**config.mk**
```make
export PLATFORM = sky130hd
export DESIGN_NAME = sync32_reg_arbiter_flat
export DESIGN_NICKNAME = d
export VERILOG_FILES = /design/src/rtl/sync32_reg_arbiter_if.sv /design/src/rtl/sync32_reg_arbiter.sv /design/src/flat_wrapper.sv
export SDC_FILE = /design/constraint.sdc
export NUM_CORES = 1
export LEC_CHECK = 0
export CORE_UTILIZATION = 27
export DETAILED_ROUTE_END_ITERATION = 6
export GPL_TIMING_DRIVEN = 0
export MAX_ROUTING_LAYER = met4
export SLEW_MARGIN = 20
export SYNTH_ARGS = -nofsm -noshare
export SYNTH_HDL_FRONTEND = slang
export SYNTH_SLANG_ARGS = --single-unit
```
**constraint.sdc**
```tcl
create_clock -name clk -period 2.3 [get_ports clk]
set_clock_uncertainty 0.1 [all_clocks]
set_input_delay 0.345 -clock clk [delete_from_list [all_inputs] [get_ports clk]]
set_output_delay 0.345 -clock clk [all_outputs]
set_load 0.02 [all_outputs]
```
**src/rtl/sync32_reg_arbiter_if.sv**
```systemverilog
// Requester-side bus for sync32_reg_arbiter: per-requester req/word and the shared register outputs.
// Define SYNC32_ARB_LOCK_EN to add the per-requester lock signal.
interface sync32_reg_arbiter_if #(
    parameter int NREQ   = 4,
    parameter int DATA_W = 32
);
    localparam int IDX_W = (NREQ > 1) ? $clog2(NREQ) : 1;

    logic [NREQ-1:0]        req;
    logic [NREQ*DATA_W-1:0] wr_data;
`ifdef SYNC32_ARB_LOCK_EN
    logic [NREQ-1:0]        lock;
`endif
    logic [NREQ-1:0]        grant;
    logic [NREQ-1:0]        ack;
    logic [IDX_W-1:0]       owner;
    logic                   busy;
    logic [DATA_W-1:0]      OutData;

`ifdef SYNC32_ARB_LOCK_EN
    modport master (output req, wr_data, lock, input grant, ack, owner, busy, OutData);
    modport slave  (input req, wr_data, lock, output grant, ack, owner, busy, OutData);
`else
    modport master (output req, wr_data, input grant, ack, owner, busy, OutData);
    modport slave  (input req, wr_data, output grant, ack, owner, busy, OutData);
`endif
endinterface

```
**src/rtl/sync32_reg_arbiter.sv**
```systemverilog
// Round-robin arbiter granting NREQ requesters write access to one shared DATA_W register.
// Optional SYNC32_ARB_LOCK_EN lets the owner keep the grant and write every cycle while lock is held.
module sync32_reg_arbiter #(
    parameter int NREQ   = 4,
    parameter int DATA_W = 32
) (
    input  logic                 clk,
    input  logic                 reset,
    sync32_reg_arbiter_if.slave  bus
);
    localparam int IDX_W = (NREQ > 1) ? $clog2(NREQ) : 1;

`ifdef SYNC32_ARB_LOCK_EN
    typedef enum logic [1:0] {IDLE, GRANT, ACK, LOCKED} state_t;
`else
    typedef enum logic [1:0] {IDLE, GRANT, ACK} state_t;
`endif

    state_t            state_q, state_d;
    logic [IDX_W-1:0]  ptr_q, ptr_d;
    logic [IDX_W-1:0]  owner_q, owner_d;
    logic [NREQ-1:0]   grant_q, grant_d;
    logic [NREQ-1:0]   ack_q, ack_d;
    logic [DATA_W-1:0] data_q, data_d;

    logic [IDX_W-1:0]  win;
    logic              found;
    logic [IDX_W-1:0]  idx_w;
    int unsigned       idx;
    logic [IDX_W-1:0]  owner_nxt;
    logic [DATA_W-1:0] sel_word;
    logic              do_ack;
    logic              do_drop;

    // First requester at or above the pointer, wrapping modulo NREQ
    always_comb begin
        win   = ptr_q;
        found = 1'b0;
        idx   = 0;
        idx_w = '0;
        for (int k = 0; k < NREQ; k++) begin
            idx   = (int'(ptr_q) + k) % NREQ;
            idx_w = IDX_W'(idx);
            if (!found && bus.req[idx_w]) begin
                found = 1'b1;
                win   = idx_w;
            end
        end
    end

    assign owner_nxt = (owner_q == IDX_W'(NREQ - 1)) ? '0 : owner_q + 1'b1;
    assign sel_word  = bus.wr_data[int'(owner_q)*DATA_W +: DATA_W];

    always_comb begin
        state_d = state_q;
        ptr_d   = ptr_q;
        owner_d = owner_q;
        grant_d = grant_q;
        ack_d   = '0;
        data_d  = data_q;
        do_ack  = 1'b0;
        do_drop = 1'b0;

        case (state_q)
            IDLE: begin
                if (found) begin
                    grant_d = {{(NREQ-1){1'b0}}, 1'b1} << win;
                    owner_d = win;
                    state_d = GRANT;
                end
            end
`ifdef SYNC32_ARB_LOCK_EN
            GRANT, LOCKED: begin
`else
            GRANT: begin
`endif
                if (bus.req[owner_q]) begin
                    data_d = sel_word;
`ifdef SYNC32_ARB_LOCK_EN
                    if (bus.lock[owner_q]) begin
                        state_d = LOCKED;
                    end else begin
                        do_ack = 1'b1;
                    end
`else
                    do_ack = 1'b1;
`endif
                end else begin
                    do_drop = 1'b1;
                end
            end
            ACK: begin
                state_d = IDLE;
            end
            default: begin
                state_d = IDLE;
            end
        endcase

        // Completion and abandon both release the grant and move the pointer past the owner
        if (do_ack || do_drop) begin
            grant_d = '0;
            ptr_d   = owner_nxt;
            state_d = do_ack ? ACK : IDLE;
        end
        if (do_ack) begin
            ack_d = {{(NREQ-1){1'b0}}, 1'b1} << owner_q;
        end
    end

    always_ff @(posedge clk or negedge reset) begin
        if (!reset) begin
            state_q <= IDLE;
            ptr_q   <= '0;
            owner_q <= '0;
            grant_q <= '0;
            ack_q   <= '0;
            data_q  <= '0;
        end else begin
            state_q <= state_d;
            ptr_q   <= ptr_d;
            owner_q <= owner_d;
            grant_q <= grant_d;
            ack_q   <= ack_d;
            data_q  <= data_d;
        end
    end

    assign bus.grant   = grant_q;
    assign bus.ack     = ack_q;
    assign bus.owner   = owner_q;
    assign bus.busy    = (state_q != IDLE);
    assign bus.OutData = data_q;

endmodule

```
**src/flat_wrapper.sv**
```systemverilog
// flat-port wrapper written by rule: the top's interface ports become plain ports
module sync32_reg_arbiter_flat 
#(
    parameter int NREQ   = 4,
    parameter int DATA_W = 32
)
  (clk, reset, bus_req, bus_wr_data, bus_grant, bus_ack, bus_owner, bus_busy, bus_OutData);
  sync32_reg_arbiter_if #(.NREQ(NREQ), .DATA_W(DATA_W)) bus_i ();
  input  logic clk;
  input  logic reset;
  input wire logic [$bits(bus_i.req)-1:0] bus_req;
  input wire logic [$bits(bus_i.wr_data)-1:0] bus_wr_data;
  output wire logic [$bits(bus_i.grant)-1:0] bus_grant;
  output wire logic [$bits(bus_i.ack)-1:0] bus_ack;
  output wire logic [$bits(bus_i.owner)-1:0] bus_owner;
  output wire logic [$bits(bus_i.busy)-1:0] bus_busy;
  output wire logic [$bits(bus_i.OutData)-1:0] bus_OutData;
  assign bus_i.req = bus_req;
  assign bus_i.wr_data = bus_wr_data;
  assign bus_grant = bus_i.grant;
  assign bus_ack = bus_i.ack;
  assign bus_owner = bus_i.owner;
  assign bus_busy = bus_i.busy;
  assign bus_OutData = bus_i.OutData;
  sync32_reg_arbiter #(.NREQ(NREQ), .DATA_W(DATA_W)) u_core (.clk(clk), .reset(reset), .bus(bus_i));
endmodule
```
==> reports/metrics.cfg <==
[place]
dpl-instance-area_um2=4600
port_buffers=176
place.gp.congestion=0.756
dpl.hpwl_um=6530

[yosys]
synth_warnings=0
synth_compound_area_share_pct=4.55
synth_area_leaders=dfrtp_1, mux4_2, mux2_2
ys_seq_elements=46
ys_seq_area_share_pct=43.2
synth_top_family_by_area=multiplexers
syn_avg_cell_area_um2=16.0
syn-num-nets=305
synth_top_area_share_pct=43.2
synth_xor_area_share_pct=0
synthFlopType=dfrtp_1
synth.distinct_cells=31
synth.cell_area_um2=2670
synthMostInstantiatedCell=dfrtp_1
synth_cells=167
synthAdderAreaFrac_pct=1.88
synth_simple_gate_area_share_pct=3.71
synth.area.mux_share_pct=42.2
async_reset_ff_share_pct=100
synthTopCellsByCount=dfrtp_1, mux4_2, mux2_2
synth_edf_count=0
yosysTopAreaCell=dfrtp_1

[global_route]
grt_overflow=0
grt_max_degree=25
first_global_vias=2431
globalRouteTotalUtil_pct=16.8
grt_pass1_wl_um=12600
antenna_found_initial=0

[sta]
finalSetupViolCount=0
max_freq_mhz=473
relSlewSlack_pct=58.7
drv_slew=0
worst_slew_pin_slew_ps=620
min_period_ps=2120
rsz0062_at_grt=no
hold_viol=0
finalCritPeriodShare_pct=92.0

[clock_network]
clkTransAtPathRegs_ps=90
cts_made_buffers=5
cts_tree=yes
htree_levels=2
postCtsSetupBuffers=0
clock-sinks=46
clock_latency_ps=290
clockRootBuffer=clkbuf_8
cts_buffer_depth=2

[worst_hold_path]
hp-class=flop to flop

[cells_and_area]
fin_area_um2=4720
multi_input_area_um2=1400
diodes=0
ff_latch_area_um2=1150
nets=490
drive_gt1_share_pct=24.1
syn_to_final_growth_pct=77.2
fillers=861

[power_and_ir_drop]
powerDensity_nw_per_um2=1170
total_power_uw=5520
p_leak_uw=0.00186
ir_drop_mv=0.511

[drt]
drt_iter0_drc=59
avgViaCountPerCell=4.70
wl_per_cell_um=17.0
drt-pass1-iter-count=4
vias=2264
post-route-drc-count=0
drt.antenna.violating_nets=0
wirelength_um=8190

[die]
die_area_um2=10300
die-height_um=101
row_count=35
die_width_um=101
ios=177
coreArea_um2=9420
start_util_pct=28.3

[flow_run]
maxCapViolations=0

[setup_path]
worstPathMaxFanout=10
cp.arrival_ps=2200
worstSetupStartpointType=flop
crit_required_ps=2380
r2r_slack_ps=180
end_kind=flop
criticalPathCategory=flop to flop

[run_status]
outcome=finished, final reports clean

[final timing paths]
| check | start | cells past startpoint | endpoint |
|---|---|---|---|
| worst max-delay path | u_core.bus.owner[1] | 4 | u_core.bus.OutData[13] |
| worst min-delay path | u_core.bus.OutData[28] | 1 | u_core.bus.OutData[28] |
| worst max register to register | u_core.bus.owner[1] | 4 | u_core.bus.OutData[13] |
| worst min register to register | u_core.bus.OutData[28] | 1 | u_core.bus.OutData[28] |
| max in group asynchronous | reset | 3 | u_core.bus.OutData[10] |
| min in group asynchronous | reset | 2 | u_core.bus.OutData[19] |
[per-layer routing]
metal | vias to the layer above | track usage, % | part of all wire (%)
met4 | 0 | 2.79 | 0.51
met2 | 98 | 30.0 | 50
li1 | 1026 | - | -
met5 | - | - | 0
met1 | 1136 | 19.0 | 41
met3 | 4 | 4.55 | 8.1
[cell families after synthesis]
logic type | after synthesis
adders and majority gates | 4
buffers and inverters | 17
DFF | 46
muxes | 67
and+or+nand+nor | 18
AOI/OAI and AO/OA | 15
[metrics by stage]
step	setup slack, ps	TNS (ps)	std cells	utilization (%)	hold slack (ps)
6_report	185	0	482	50.2	399
3_5_place_dp	-30.8	-310	473	48.9	279
5_1_grt	54.5	0	482	50.2	424
2_1_floorplan	259	0	167	-	-50.6
3_3_place_gp	-633	-29130	472	48.7	377
4_1_cts	93.1	0	482	50.2	408
[flip-flops by register name, indices dropped and copies added, names as in the netlist]
register	count
u_core.ptr_q	2
u_core.bus.OutData	32
u_core.bus.grant	4
u_core.state_q	2
u_core.bus.owner	2
u_core.bus.ack	4
[power by group]
| group | internal (µW) | total [µW] | switching (µW) |
|---|---|---|---|
| clock | 321 | 606 | 286 |
| combinational | 1980 | 3490 | 1510 |
| sequential | 1210 | 1420 | 216 |
[worst max-delay path, stage by stage, from the launching register on]
cell      delay [ps]
dfrtp_1          420
buf_2            250
clkbuf_1         510
mux4_2           440
mux2_2           280
[layout by cell type (no fill, tap or decap), types with 3 or more instances in the layout]
cell / synthesis / layout
nor2_1: 5 / 5
ha_1: 4 / 4
mux2_1: 4 / 4
buf_8: 3 / 3
buf_2: 5 / 6
nor2b_1: 4 / 4
a32o_1: 4 / 4
clkbuf_8: 0 / 5
dfrtp_1: 46 / 46
clkdlybuf4s50_1: 0 / 175
mux4_2: 33 / 33
inv_1: 3 / 3
and2_1: 4 / 4
mux2_2: 29 / 29
[repair_timing]
| action | 4_1_cts | 5_1_grt |
|---|---|---|
| hold buffers | 1 | 0 |
| resized for setup | 0 | 1 |
| hold endpoints to repair | 23 | 0 |
| setup endpoints to repair | 0 | 1 |
[area by class of cell]
class	instances	area share [%]
plain buffers	13	2.23
clock buffers	5	1.46
clock inverters	3	0.848
inverters	4	0.318
multi-input cells	104	29.5
flip-flops and latches	46	24.4
well taps	129	3.42
repair buffers	178	37.8
Note: power is estimated with default switching activity, not from simulation.
